File: src/rtl/key_pkg.sv
// Shared constants and types for the button front end: key indices,
// repeat FSM states and the lowest-pending-key encoder.
package key_pkg;

   localparam int KEY_N  = 6;
   localparam int CODE_W = 3;

   localparam int KEY_XDEC = 0;
   localparam int KEY_YINC = 1;
   localparam int KEY_YDEC = 2;
   localparam int KEY_XINC = 3;
   localparam int KEY_A    = 4;
   localparam int KEY_B    = 5;

   typedef enum logic [1:0] {
      RPT_IDLE   = 2'd0,
      RPT_DELAY  = 2'd1,
      RPT_REPEAT = 2'd2
   } rpt_state_t;

   // Lower key index wins; an empty vector encodes as 0.
   function automatic logic [CODE_W-1:0] lowest_index(input logic [KEY_N-1:0] v);
      logic [CODE_W-1:0] idx;
      idx = '0;
      for (int i = KEY_N - 1; i >= 0; i--) begin
         if (v[i]) idx = CODE_W'(i);
      end
      return idx;
   endfunction

endpackage

File: src/rtl/key_debounce.sv
// One button: 2-FF synchroniser, stability counter, auto-repeat FSM and
// registered press/release pulses. state_o exposes the repeat FSM state.
module key_debounce
   import key_pkg::*;
#(
   parameter int DEBOUNCE_CYCLES = 270000,
   parameter int REPEAT_DELAY    = 13500000,
   parameter int REPEAT_RATE     = 2700000
) (
   input  logic       clk,
   input  logic       rst,
   input  logic       key_n_i,
   input  logic       rpt_en_i,
   output logic       level_o,
   output logic       press_o,
   output logic       release_o,
   output logic [1:0] state_o
);

   localparam int DW   = (DEBOUNCE_CYCLES > 1) ? $clog2(DEBOUNCE_CYCLES) : 1;
   localparam int RMAX = (REPEAT_DELAY > REPEAT_RATE) ? REPEAT_DELAY : REPEAT_RATE;
   localparam int RW   = (RMAX > 1) ? $clog2(RMAX) : 1;

   localparam logic [DW-1:0] D_TERM  = DW'(DEBOUNCE_CYCLES - 1);
   localparam logic [RW-1:0] RD_TERM = RW'(REPEAT_DELAY - 1);
   localparam logic [RW-1:0] RR_TERM = RW'(REPEAT_RATE - 1);

   logic [1:0]    sync_q;
   logic          key_sync;
   logic [DW-1:0] dcnt_q, dcnt_d;
   logic          level_q, level_d;
   logic          rise, fall;
   logic          release_q;
   logic          press_q;
   logic [RW-1:0] rcnt_q;
   rpt_state_t    state_q;

   assign key_sync = sync_q[1];

   always_ff @(posedge clk) begin
      if (!rst) sync_q <= '0;
      else      sync_q <= {sync_q[0], ~key_n_i};
   end

   // The counter only runs while the synchronised input disagrees with the
   // accepted level, so any bounce back restarts qualification.
   always_comb begin
      dcnt_d  = '0;
      level_d = level_q;
      rise    = 1'b0;
      fall    = 1'b0;
      if (key_sync != level_q) begin
         if (dcnt_q == D_TERM) begin
            level_d = key_sync;
            rise    = key_sync;
            fall    = ~key_sync;
         end else begin
            dcnt_d = dcnt_q + 1'b1;
         end
      end
   end

   always_ff @(posedge clk) begin
      if (!rst) begin
         dcnt_q    <= '0;
         level_q   <= 1'b0;
         release_q <= 1'b0;
      end else begin
         dcnt_q    <= dcnt_d;
         level_q   <= level_d;
         release_q <= fall;
      end
   end

   // Release overrides any repeat terminal count landing on the same edge.
   always_ff @(posedge clk) begin
      if (!rst) begin
         state_q <= RPT_IDLE;
         rcnt_q  <= '0;
         press_q <= 1'b0;
      end else begin
         press_q <= rise;
         if (fall) begin
            state_q <= RPT_IDLE;
            rcnt_q  <= '0;
         end else begin
            case (state_q)
               RPT_IDLE: begin
                  if (rise && rpt_en_i) begin
                     state_q <= RPT_DELAY;
                     rcnt_q  <= '0;
                  end
               end
               RPT_DELAY: begin
                  if (rcnt_q == RD_TERM) begin
                     press_q <= 1'b1;
                     rcnt_q  <= '0;
                     state_q <= RPT_REPEAT;
                  end else begin
                     rcnt_q <= rcnt_q + 1'b1;
                  end
               end
               RPT_REPEAT: begin
                  if (rcnt_q == RR_TERM) begin
                     press_q <= 1'b1;
                     rcnt_q  <= '0;
                  end else begin
                     rcnt_q <= rcnt_q + 1'b1;
                  end
               end
               default: begin
                  state_q <= RPT_IDLE;
                  rcnt_q  <= '0;
               end
            endcase
         end
      end
   end

   assign level_o   = level_q;
   assign press_o   = press_q;
   assign release_o = release_q;
   assign state_o   = state_q;

endmodule

File: src/rtl/key_conditioner.sv
// Six-button conditioner: per-key debounce/repeat plus a pending-event set
// drained lowest index first over a valid/ready handshake.
module key_conditioner
   import key_pkg::*;
#(
   parameter int               DEBOUNCE_CYCLES = 270000,
   parameter int               REPEAT_DELAY    = 13500000,
   parameter int               REPEAT_RATE     = 2700000,
   parameter logic [KEY_N-1:0] REPEAT_MASK     = 6'b001111
) (
   input  logic                 clk,
   input  logic                 rst,
   input  logic [KEY_N-1:0]     key_n,
   output logic [KEY_N-1:0]     key_level,
   output logic [KEY_N-1:0]     key_press,
   output logic [KEY_N-1:0]     key_release,
   output logic                 evt_valid,
   output logic [CODE_W-1:0]    evt_code,
   input  logic                 evt_ready,
   output logic [2*KEY_N-1:0]   dbg_rpt_state
);

   logic [KEY_N-1:0] pending_q, pending_d;
   logic [KEY_N-1:0] clr_mask;

   for (genvar g = 0; g < KEY_N; g++) begin : g_key
      key_debounce #(
         .DEBOUNCE_CYCLES (DEBOUNCE_CYCLES),
         .REPEAT_DELAY    (REPEAT_DELAY),
         .REPEAT_RATE     (REPEAT_RATE)
      ) u_key (
         .clk       (clk),
         .rst       (rst),
         .key_n_i   (key_n[g]),
         .rpt_en_i  (REPEAT_MASK[g]),
         .level_o   (key_level[g]),
         .press_o   (key_press[g]),
         .release_o (key_release[g]),
         .state_o   (dbg_rpt_state[2*g +: 2])
      );
   end

   // Handshake: an event transfers on any edge where evt_valid && evt_ready.
   // A press landing on the same edge as the handshake re-arms the bit.
   assign evt_valid = |pending_q;
   assign evt_code  = lowest_index(pending_q);

   always_comb begin
      clr_mask = '0;
      if (evt_valid && evt_ready) clr_mask[evt_code] = 1'b1;
      pending_d = (pending_q & ~clr_mask) | key_press;
   end

   always_ff @(posedge clk) begin
      if (!rst) pending_q <= '0;
      else      pending_q <= pending_d;
   end

endmodule
File: config.mk
export PLATFORM = sky130hd
export DESIGN_NAME = key_conditioner
export DESIGN_NICKNAME = d
export VERILOG_FILES = /design/src/rtl/key_pkg.sv /design/src/rtl/key_debounce.sv /design/src/rtl/key_conditioner.sv
export SDC_FILE = /design/constraint.sdc
export NUM_CORES = 1
export LEC_CHECK = 0
export CAP_MARGIN = 40
export CORE_MARGIN = 5
export CORE_UTILIZATION = 55
export DETAILED_ROUTE_END_ITERATION = 7
export DONT_BUFFER_PORTS = 1
export GPL_ROUTABILITY_DRIVEN = 0
export PLACE_DENSITY = 0.71
export SLEW_MARGIN = 5
export SYNTH_ARGS = -nofsm -noshare
export SYNTH_HDL_FRONTEND = slang
export SYNTH_SLANG_ARGS = --single-unit
File: constraint.sdc
create_clock -name clk -period 2.5 [get_ports clk]
set_input_delay 0.25 -clock clk [delete_from_list [all_inputs] [get_ports clk]]
set_output_delay 0.25 -clock clk [all_outputs]
set_load 0.1 [all_outputs]
==> reports/metrics.yaml <==
status: "finished clean"
grt_pass1_vias: 10300
cp_slowest_cell: "or4_4"
ios: 43
synth_top_family_by_area: "simple AND/OR/NAND/NOR gates"
seq_area_frac_synth_pct: 40.2
whs_ns: 0.0566
hold_path.class: "primary input to flop"
grt_pass1_wl_um: 48700
antenna_found_initial: 0
peakVddDrop_uv: 593
finalPower_mw: 8.73
timing.final.crit_share_pct: 94.9
finalSetupViolCount: 0
nNetsFinal: 1586
synth_top_area_share_pct: 40.2
drive_gt1_share_pct: 11.5
via_per_inst: 5.89
drt-met1-wl_um: 13400
skew_ns: 0.00689
leakagePower_nw: 4.87
drc: 0
wl_met2_um: 13100
first_pass_iters: 5
worst_pin_slew_ns: 0.865
cts_tree: "yes"
start_util_pct: 55.9
relSlewSlack_pct: 42.1
vias: 11000
synth_common_cells: "dfxtp_1 (254), nor2_1 (189), nand2_1 (131), nand3_1 (105), xor2_1 (68)"
synth_simple_gate_area_share_pct: 30.8
cts_root_buffer: "clkbuf_16"
cts_buffers: 28
critPathTopFamily: "compound AO/OA/AOI/OAI gates"
synthCells: 1504
maxCapViolCount: 0
clock_latency_ns: 0.53
ctsHtreeMaxLevel: 1
ys.warnings.count: 0
synthXorXnorAreaFrac_pct: 7.06
path_cells: "ha_2 > nand3_1 > or4_4 > o31ai_4 > a21boi_4 > buf_4 > a32oi_1 > o31ai_1"
ys.flop_type: "dfxtp_1"
highest_layer: "met4"
fill_cells: 1943
chipWidth_um: 162
num_rows: 55
clock_path_buffers: 3
synth-compound-area-share_pct: 14.6
chipHeight_um: 162
slew_violations: 0
min_period_ns: 2.37
yosysMostFrequentCell: "dfxtp_1"
grt-ovfl-total: 0
critical_path.max_fanout: 11
crit_buf_inv: 1
io_buffers: 0
fmax_mhz: 421
synth_top_area_cell: "dfxtp_1"
synth_cell_types: 68
drt_iter0_drc: 764
crit_type: "flop to flop"
synthMuxAreaShare_pct: 0.396
post-dp-hpwl_um: 19200
synthArstFlopShare_pct: 0
synth_seq_cells: 254
cpPeakStageDelay_ns: 0.47
syn_to_final_growth_pct: 14.5
core_mm2: 0.0226
dr_wl_met3_um: 1260
powerDensity_mw_per_mm2: 603
antenna_cells: 0
drt-total-wl_um: 28700
start_kind: "flop"
cp_data_arrival_time_ns: 2.78
wl_per_cell_um: 15.4
clock-sinks: 254
cp_data_required_time_ns: 2.91
synth_edf_count: 0
postRouteAntennaNets: 0
grt_max_degree: 29
synthAdderAreaFrac_pct: 2.18
path_clk_slew_ns: 0.06
synth_area_per_cell_um2: 8.41
groute.usage.overall_pct: 21.5
worstSetupEndpointType: "flop"
syn_area_mm2: 0.0127
synth_area_leaders: "dfxtp_1 (40%), nor2_1 (5.6%), xor2_1 (4.7%)"
finalHoldViolations: 0
dieArea_mm2: 0.0261
==> flip-flops by register name, summed over array words and instances, names as in the netlist <==
name	count
g_key.u_key.release_o	6
g_key.u_key.state_o	8
g_key.u_key.dcnt_q	114
pending_q	6
g_key.u_key.press_o	6
g_key.u_key.rcnt_q	96
g_key.u_key.sync_q	12
g_key.u_key.level_o	6
==> cells by family (layout without fill, tap and decap cells) <==
family	Yosys count	count (layout)
muxes	5	5
and+or+nand+nor	748	748
other	1	4
xor gates and xnor gates	102	102
AOI/OAI and AO/OA	248	248
buffers and inverters	124	193
adders and majority gates	22	22
DFF	254	254
==> metal layers <==
metal  track usage, %  vias up
met2             35.0      223
met1             29.1     5127
met3             3.40       66
li1                 -     5548
met4             7.73        0
met5                0        -
==> worst register-to-register path, cell delays in order, from the launching register on <==
cell	delay [ns]
dfxtp_1	0.41
ha_2	0.25
nand3_1	0.12
or4_4	0.47
o31ai_4	0.33
a21boi_4	0.16
buf_4	0.21
a32oi_1	0.20
o31ai_1	0.09
==> final cells by class <==
cell class,instances,area (µm²),share of cell area (%)
Tap cell,285,357,2.46
Sequential cell,254,5090,35.1
Timing Repair Buffer,95,817,5.64
Clock inverter,13,215,1.49
Inverter,47,176,1.22
Multi-Input combinational cell,1129,7030,48.5
Clock buffer,38,810,5.59
==> per-stage QoR <==
stage	setup TNS (ns)	setup WS, ns	area [µm²]	instances	utilization [%]
floorplan	0	0.0573	12700	1507	-
global placement	0	0.00470	13200	1790	58.3
detailed placement	0	0.111	13300	1799	58.8
CTS	0	0.0870	14400	1859	63.8
global route	-0.00925	-0.00487	14500	1861	64.0
finish	0	0.128	14500	1861	64.0
==> cell usage in the layout, fill, tap and decap left out, types with 20 or more instances in the layout <==
cell type / n
inv_1: 47
nand2_1: 131
a21oi_1: 34
and3_1: 63
a22oi_1: 36
nor3_1: 36
buf_4: 76
clkbuf_16: 29
nand4_1: 58
xnor2_1: 34
ha_1: 20
nor2_1: 189
nand3_1: 105
o31ai_1: 47
or3_1: 22
o21ai_0: 25
xor2_1: 68
dfxtp_1: 253
==> path summary, 6_finish.rpt <==
path	to	depth (start not counted)	slack, ns	from
worst max register to register	g_key[3].u_key.rcnt_q[9]$_SDFFE_PP0P_	8	0.13	g_key[3].u_key.rcnt_q[0]$_SDFFE_PP0P_
worst max-delay path	g_key[3].u_key.rcnt_q[9]$_SDFFE_PP0P_	8	0.13	g_key[3].u_key.rcnt_q[0]$_SDFFE_PP0P_
worst min register to register	g_key[1].u_key.sync_q[1]$_SDFF_PN0_	1	0.44	g_key[1].u_key.sync_q[0]$_SDFF_PN0_
worst min-delay path	g_key[4].u_key.level_o$_SDFFE_PN0P_	2	0.06	rst
==> timing repair <==
item | CTS | global route
endpoints found under the setup margin | 0 | 33
endpoints found under the hold margin | 28 | 0
resized for setup | 0 | 10
hold buffers | 9 | 0
buffers inserted | 0 | 2
==> report_power, final <==
part / internal [mW] / total (mW) / switching, mW
Sequential: 4.06 / 4.07 / 0.00825
Clock: 2.87 / 4.50 / 1.63
Combinational: 0.0436 / 0.164 / 0.121
Total: 6.97 / 8.73 / 1.76
(Power assumes the default switching activity.)
